<file path="config.mk">
export PLATFORM = sky130hd
export DESIGN_NAME = mem_responder
export DESIGN_NICKNAME = d
export VERILOG_FILES = /design/src/rtl/mem_responder.sv
export SDC_FILE = /design/constraint.sdc
export NUM_CORES = 2
export LEC_CHECK = 0
export ABC_CLOCK_PERIOD_IN_PS = 4500
export CORE_UTILIZATION = 50
export CTS_CLUSTER_DIAMETER = 30
export DETAILED_ROUTE_END_ITERATION = 16
export GPL_ROUTABILITY_DRIVEN = 0
export PLACE_DENSITY = 0.68
export SETUP_SLACK_MARGIN = 0.02
export SKIP_LAST_GASP = 1
export SYNTH_ARGS = -nofsm -noshare
export SYNTH_HDL_FRONTEND = slang
export SYNTH_SLANG_ARGS = --single-unit
</file>
<file path="constraint.sdc">
create_clock -name clk -period 4.5 [get_ports clk]
set_input_delay 0.45 -clock clk [delete_from_list [all_inputs] [get_ports clk]]
set_output_delay 0.45 -clock clk [all_outputs]
set_load 0.005 [all_outputs]
</file>
<file path="src/rtl/mem_responder.sv">
// mem_responder: memory-side responder for the control unit's memory strobes.
// A request is accepted only in IDLE. The responder captures the address,
// the write data and the request kind, then waits WAIT_CYCLES cycles. It then
// performs the access on an internal single-port RAM and signals completion
// with a one-cycle mem_ready pulse. data_valid is pulsed with mem_ready for
// reads, and err is pulsed with it for an illegal request (both strobes high).
//
// Parameters:
//   ADDR_W      address width, RAM depth is 2**ADDR_W words
//   DATA_W      word width
//   WAIT_CYCLES wait states before the access (0..15)
// Ports:
//   clk        single clock, rising edge
//   reset      synchronous, active-high
//   rd_mem     read request strobe
//   wr_mem     write request strobe
//   adr        access address
//   data_in    write data
//   data_out   read data register (holds the last read)
//   data_valid one-cycle pulse, data_out holds a fresh read
//   mem_ready  one-cycle pulse, access or rejected request complete
//   busy       high while in WAIT or RESPOND
//   err        one-cycle pulse with mem_ready for an illegal request
module mem_responder #(
    parameter int ADDR_W      = 8,
    parameter int DATA_W      = 8,
    parameter int WAIT_CYCLES = 1
) (
    input  logic              clk,
    input  logic              reset,
    input  logic              rd_mem,
    input  logic              wr_mem,
    input  logic [ADDR_W-1:0] adr,
    input  logic [DATA_W-1:0] data_in,
    output logic [DATA_W-1:0] data_out,
    output logic              data_valid,
    output logic              mem_ready,
    output logic              busy,
    output logic              err
);

    localparam int         DEPTH    = 1 << ADDR_W;
    localparam bit         NO_WAIT  = (WAIT_CYCLES == 0);
    // The counter is loaded with WAIT_CYCLES-1 because the accept edge
    // already counts as the first of the waits.
    localparam logic [3:0] CNT_INIT = (WAIT_CYCLES > 0) ? 4'(WAIT_CYCLES - 1) : 4'd0;

    typedef enum logic [1:0] {
        ST_IDLE    = 2'd0,
        ST_WAIT    = 2'd1,
        ST_RESPOND = 2'd2
    } state_t;

    state_t              state_r;
    state_t              state_next_s;
    logic [3:0]          cnt_r;
    logic [3:0]          cnt_next_s;
    logic [ADDR_W-1:0]   cap_adr_r;
    logic [DATA_W-1:0]   cap_data_r;
    logic                cap_rd_r;
    logic                cap_wr_r;

    logic                accept_s;
    logic                access_s;
    logic [ADDR_W-1:0]   acc_adr_s;
    logic [DATA_W-1:0]   acc_data_s;
    logic                acc_rd_s;
    logic                acc_wr_s;
    logic                do_read_s;
    logic                do_write_s;
    logic                illegal_s;

    logic [DATA_W-1:0]   data_out_r;
    logic                data_valid_r;
    logic                mem_ready_r;
    logic                busy_r;
    logic                err_r;

    logic [DATA_W-1:0]   mem_r [0:DEPTH-1];

    // Next-state, counter and access-strobe decode.
    always_comb begin
        state_next_s = state_r;
        cnt_next_s   = cnt_r;
        accept_s     = 1'b0;
        access_s     = 1'b0;
        acc_adr_s    = cap_adr_r;
        acc_data_s   = cap_data_r;
        acc_rd_s     = cap_rd_r;
        acc_wr_s     = cap_wr_r;
        case (state_r)
            ST_IDLE: begin
                if (rd_mem || wr_mem) begin
                    accept_s = 1'b1;
                    if (NO_WAIT) begin
                        // Zero wait states: the access happens on the accept
                        // edge itself, so it uses the live inputs that are
                        // being captured on this same edge.
                        access_s     = 1'b1;
                        acc_adr_s    = adr;
                        acc_data_s   = data_in;
                        acc_rd_s     = rd_mem;
                        acc_wr_s     = wr_mem;
                        cnt_next_s   = 4'd0;
                        state_next_s = ST_RESPOND;
                    end else begin
                        cnt_next_s   = CNT_INIT;
                        state_next_s = ST_WAIT;
                    end
                end else begin
                    state_next_s = ST_IDLE;
                end
            end
            ST_WAIT: begin
                if (cnt_r == 4'd0) begin
                    access_s     = 1'b1;
                    state_next_s = ST_RESPOND;
                end else begin
                    cnt_next_s   = cnt_r - 4'd1;
                    state_next_s = ST_WAIT;
                end
            end
            ST_RESPOND: begin
                state_next_s = ST_IDLE;
            end
            default: begin
                state_next_s = ST_IDLE;
                cnt_next_s   = 4'd0;
            end
        endcase
    end

    // Classify the access; an illegal request touches neither RAM nor data_out.
    always_comb begin
        illegal_s  = acc_rd_s & acc_wr_s;
        do_read_s  = access_s & acc_rd_s & ~acc_wr_s;
        do_write_s = access_s & acc_wr_s & ~acc_rd_s;
    end

    // State, counter, capture and output registers.
    always_ff @(posedge clk) begin
        if (reset) begin
            state_r      <= ST_IDLE;
            cnt_r        <= 4'd0;
            cap_adr_r    <= '0;
            cap_data_r   <= '0;
            cap_rd_r     <= 1'b0;
            cap_wr_r     <= 1'b0;
            data_out_r   <= '0;
            data_valid_r <= 1'b0;
            mem_ready_r  <= 1'b0;
            busy_r       <= 1'b0;
            err_r        <= 1'b0;
        end else begin
            state_r      <= state_next_s;
            cnt_r        <= cnt_next_s;
            if (accept_s) begin
                cap_adr_r  <= adr;
                cap_data_r <= data_in;
                cap_rd_r   <= rd_mem;
                cap_wr_r   <= wr_mem;
            end
            if (do_read_s) begin
                data_out_r <= mem_r[acc_adr_s];
            end
            // The access edge is the edge that enters RESPOND, so the
            // completion flags registered here are visible exactly in RESPOND.
            mem_ready_r  <= access_s;
            data_valid_r <= do_read_s;
            err_r        <= access_s & illegal_s;
            busy_r       <= (state_next_s != ST_IDLE);
        end
    end

    // RAM write port; contents are not reset, and reset blocks a pending write.
    always_ff @(posedge clk) begin
        if (do_write_s && !reset) begin
            mem_r[acc_adr_s] <= acc_data_s;
        end
    end

    assign data_out   = data_out_r;
    assign data_valid = data_valid_r;
    assign mem_ready  = mem_ready_r;
    assign busy       = busy_r;
    assign err        = err_r;

endmodule

</file>
==> key figures <==
Die
  • Die width: 404.3 um
  • Row Count: 147
  • Chip height: 404.3 um
  • Initial Util: 0.5039
  • Die area: 0.1634 mm^2
  • Core Box Area: 0.1606 mm^2
  • Io pins: 32

Worst hold path
  • Worst Hold Class: input pin to flop
  • Number of cells on the worst hold path: 3
  • Hold_sp: data_in[7]
  • Hold EP: acc_data_s[7]

Status
  • Status: finished, final reports clean

Clock tree
  • Clock sink total: 2084
  • Clock slew at reported path FFs: 0.05 ns
  • Clk buf depth: 4
  • Clock root buffer master: clkbuf_16
  • CTS Buf Count: 391
  • Postcts setup bufs: 0
  • Depth of the CTS H-tree: 5
  • CTS tree: done
  • Clock Latency Late Sink: 0.96 ns

STA
  • RSZ-0062 raised after global routing: no
  • Final WS setup: 0.3518 ns
  • Max-slew violations: 0
  • Fmax achieved: 241.1 MHz
  • Slew @ Worst Pin: 1.335 ns
  • Worst Skew: 0.06892 ns
  • Post-route clock period utilization: 0.9218
  • Sum Neg Setup Slack: 0 ns
  • Final min period: 4.148 ns
  • Final setup viols: 0
  • Normalized max-slew margin: 0.1004
  • Final Hold Vio Count: 0

Global route
  • Remaining global-route overflow: 0
  • Number of global-route vias before repair: 43860
  • Initial antenna violation count: 4
  • GRT Overall Usage: 0.2734
  • First-pass GRT wire length: 317.1 mm
  • Largest net degree at the start of global routing: 125

Final layout
  • Area Overhead vs Synth: 21.44%
  • Fin nets: 4413
  • Most frequent cells in the layout: edfxtp_1, mux4_2, clkbuf_16
  • Multi-input logic area: 0.01742 mm^2
  • Fillers: 10800
  • Non-Filler Instances: 6861
  • Share of cells above drive strength 1: 0.2986
  • Most common cell after layout, fill and taps aside: edfxtp_1
  • Finished Cell Area: 0.09827 mm^2
  • FF/Latch Area: 0.06227 mm^2

Pwr
  • PD cells: 593.2 mW/mm^2
  • VDD IR-drop max: 0.0004794 V
  • Sequential power share: 0.390
  • Sw Ratio: 0.2488
  • Clock share of power: 0.503
  • Comb power frac: 0.108
  • Pleak: 31.74 nW
  • Internal: 43.79 mW
  • Psw: 14.50 mW

Setup path
  • Crit Path Category: flop to flop
  • Critical path's top delay family: compound AO/OA/AOI/OAI gates
  • FF-to-FF path depth: 7
  • Buf+Inv Stages, Crit Path: 2
  • Crit start category: flop
  • Most used cell, CP: mux4_2
  • Crit-path slowest cell: a211oi_1
  • Required time worst endpoint: 5.31 ns
  • Crit Reg-Reg Endpoint: data_out[3]
  • CP arrival: 4.96 ns
  • Origin of the critical flop-to-flop path: acc_adr_s[1]
  • Flop-to-flop setup slack: 0.35 ns
  • Cells along the critical path: buf_12 -> buf_4 -> mux4_2 -> mux4_2 -> a211oi_1 -> o2111ai_1 -> a22o_1
  • Crit path largest cell delay: 0.94 ns
  • CP Capture Type: flop
  • Max Fanout on Critical Path: 31

Detailed routing
  • TritonRoute pass-1 iters: 6
  • Drt drc: 0
  • Final WL: 221.0 mm
  • Via/cell ratio: 6.326
  • Final antenna-violating net count: 0
  • DR WL/cell: 32.22 um
  • Starting DRT DRC Count: 5962
  • Routed vias: 43400

Run
  • Max cap viols: 0

Yosys
  • Post-Syn Nets: 3979
  • Primary FF master, synth: edfxtp_1
  • Mapped Area: 0.08092 mm^2
  • Syn avg cell area: 20.45 um^2
  • Yosys cell types: 69
  • Seq/Total Area, Yosys: 0.7689
  • Synth async-reset ratio: 0
  • Mapped Cells: 3957
  • Register bit total from synthesis: 2084
  • Post-synth EDFFs: 2048
  • Yosys Warn Count: 0

Placed design
  • Placed cells: 6157
  • Post-DP Area: 0.08503 mm^2
  • Port Buffers: 31
  • Pre-CTS setup slack: 0.4244 ns
  • Hpwl dp: 131.7 mm
stage by stage:
step           total power, mW  hold WS, ns  utilization
2_1_floorplan            26.79       0.4685            -
3_3_place_gp             29.14       0.4970       0.5296
3_5_place_dp             29.21       0.5090       0.5296
4_1_cts                  58.32      0.03152       0.6120
5_1_grt                  59.55      0.06856       0.6120
6_report                 58.29      0.07360       0.6120
registers in the layout (all words and copies together), names as in the netlist:
name        cells
state_r         2
acc_data_s      8
acc_adr_s       8
cnt_r           4
mem_ready       1
data_out        8
err             1
acc_rd_s        1
acc_wr_s        1
data_valid      1
busy            1
mem_r        2048
power by group through the flow:
stage               registers, mW  clock network, mW  logic, mW
floorplan                    23.3                  0       3.50
detailed placement           23.1                  0       6.15
global route                 22.7               30.3       6.52
CTS                          22.7               29.4       6.20
global placement             23.0                  0       6.10
finish                       22.7               29.3       6.28
logic make-up (layout without fill, tap and decap cells):
logic type      after synthesis  after routing  synth area share
mux                         626            626            0.1526
xor+xnor                      2              2         0.0002165
buf+inv                     251            993           0.01616
compound gates              289            289           0.02469
simple gates                703            703           0.03711
other cells                   0              2                 0
flops                      2084           2084            0.7689
fa+ha+maj                     2              2         0.0003092
worst max path at each step:
stage / to / slack (ns) / cells after the start / from
2_1_floorplan: mem_r[0][0] / 0.25 / 0 / acc_data_s[0]
3_3_place_gp: data_out[3] / 0.42 / 7 / acc_adr_s[1]
3_5_place_dp: data_out[3] / 0.42 / 7 / acc_adr_s[1]
4_1_cts: data_out[3] / 0.38 / 7 / acc_adr_s[1]
5_1_grt: data_out[3] / 0.27 / 7 / acc_adr_s[1]
6_report: data_out[3] / 0.35 / 7 / acc_adr_s[1]
Yosys cell counts (28+ instances only):
cell type,number,area share
dfxtp_1,36,0.0089
clkbuf_1,89,0.0041
buf_2,72,0.0045
mux4_2,485,0.13
a21oi_1,46,0.0028
a22oi_1,34,0.0032
mux2i_1,132,0.016
edfxtp_1,2048,0.76
nor2_1,326,0.015
buf_4,53,0.0049
nand3_1,61,0.0038
a31oi_1,28,0.0022
nand2_1,215,0.010
o22ai_1,47,0.0036
worst register-to-register path: stages (launching register included):
cell and delay, ns:
dfxtp_4 0.87, buf_12 0.29, buf_4 0.20, mux4_2 0.32, mux4_2 0.50, a211oi_1 0.94, o2111ai_1 0.56, a22o_1 0.35
area by class of cell:
type,instances,area share
inverter,9,0.0003947
antenna,2,0.00005093
clock inverter,271,0.03184
clock buffer,430,0.1027
sequential,2084,0.6337
multi-input combinational,1622,0.1773
tap,2160,0.02750
timing repair buffer,283,0.02659
what timing repair did:
action | CTS | global route
endpoints found under the setup margin | 0 | 0
resized for setup | 0 | 0
hold buffers | 1 | 0
hold endpoints to repair | 1 | 0
layer usage:
| metal | share of wire | global-route usage | wire length [um] |
|---|---|---|---|
| met3 | 0.12 | 0.08437 | 27240 |
| met5 | 0.00011 | 0 | 25 |
| met4 | 0.044 | 0.1168 | 9658 |
| met1 | 0.38 | 0.3811 | 83970 |
| met2 | 0.45 | 0.4010 | 100200 |
Power figures use the tool's default switching activity.
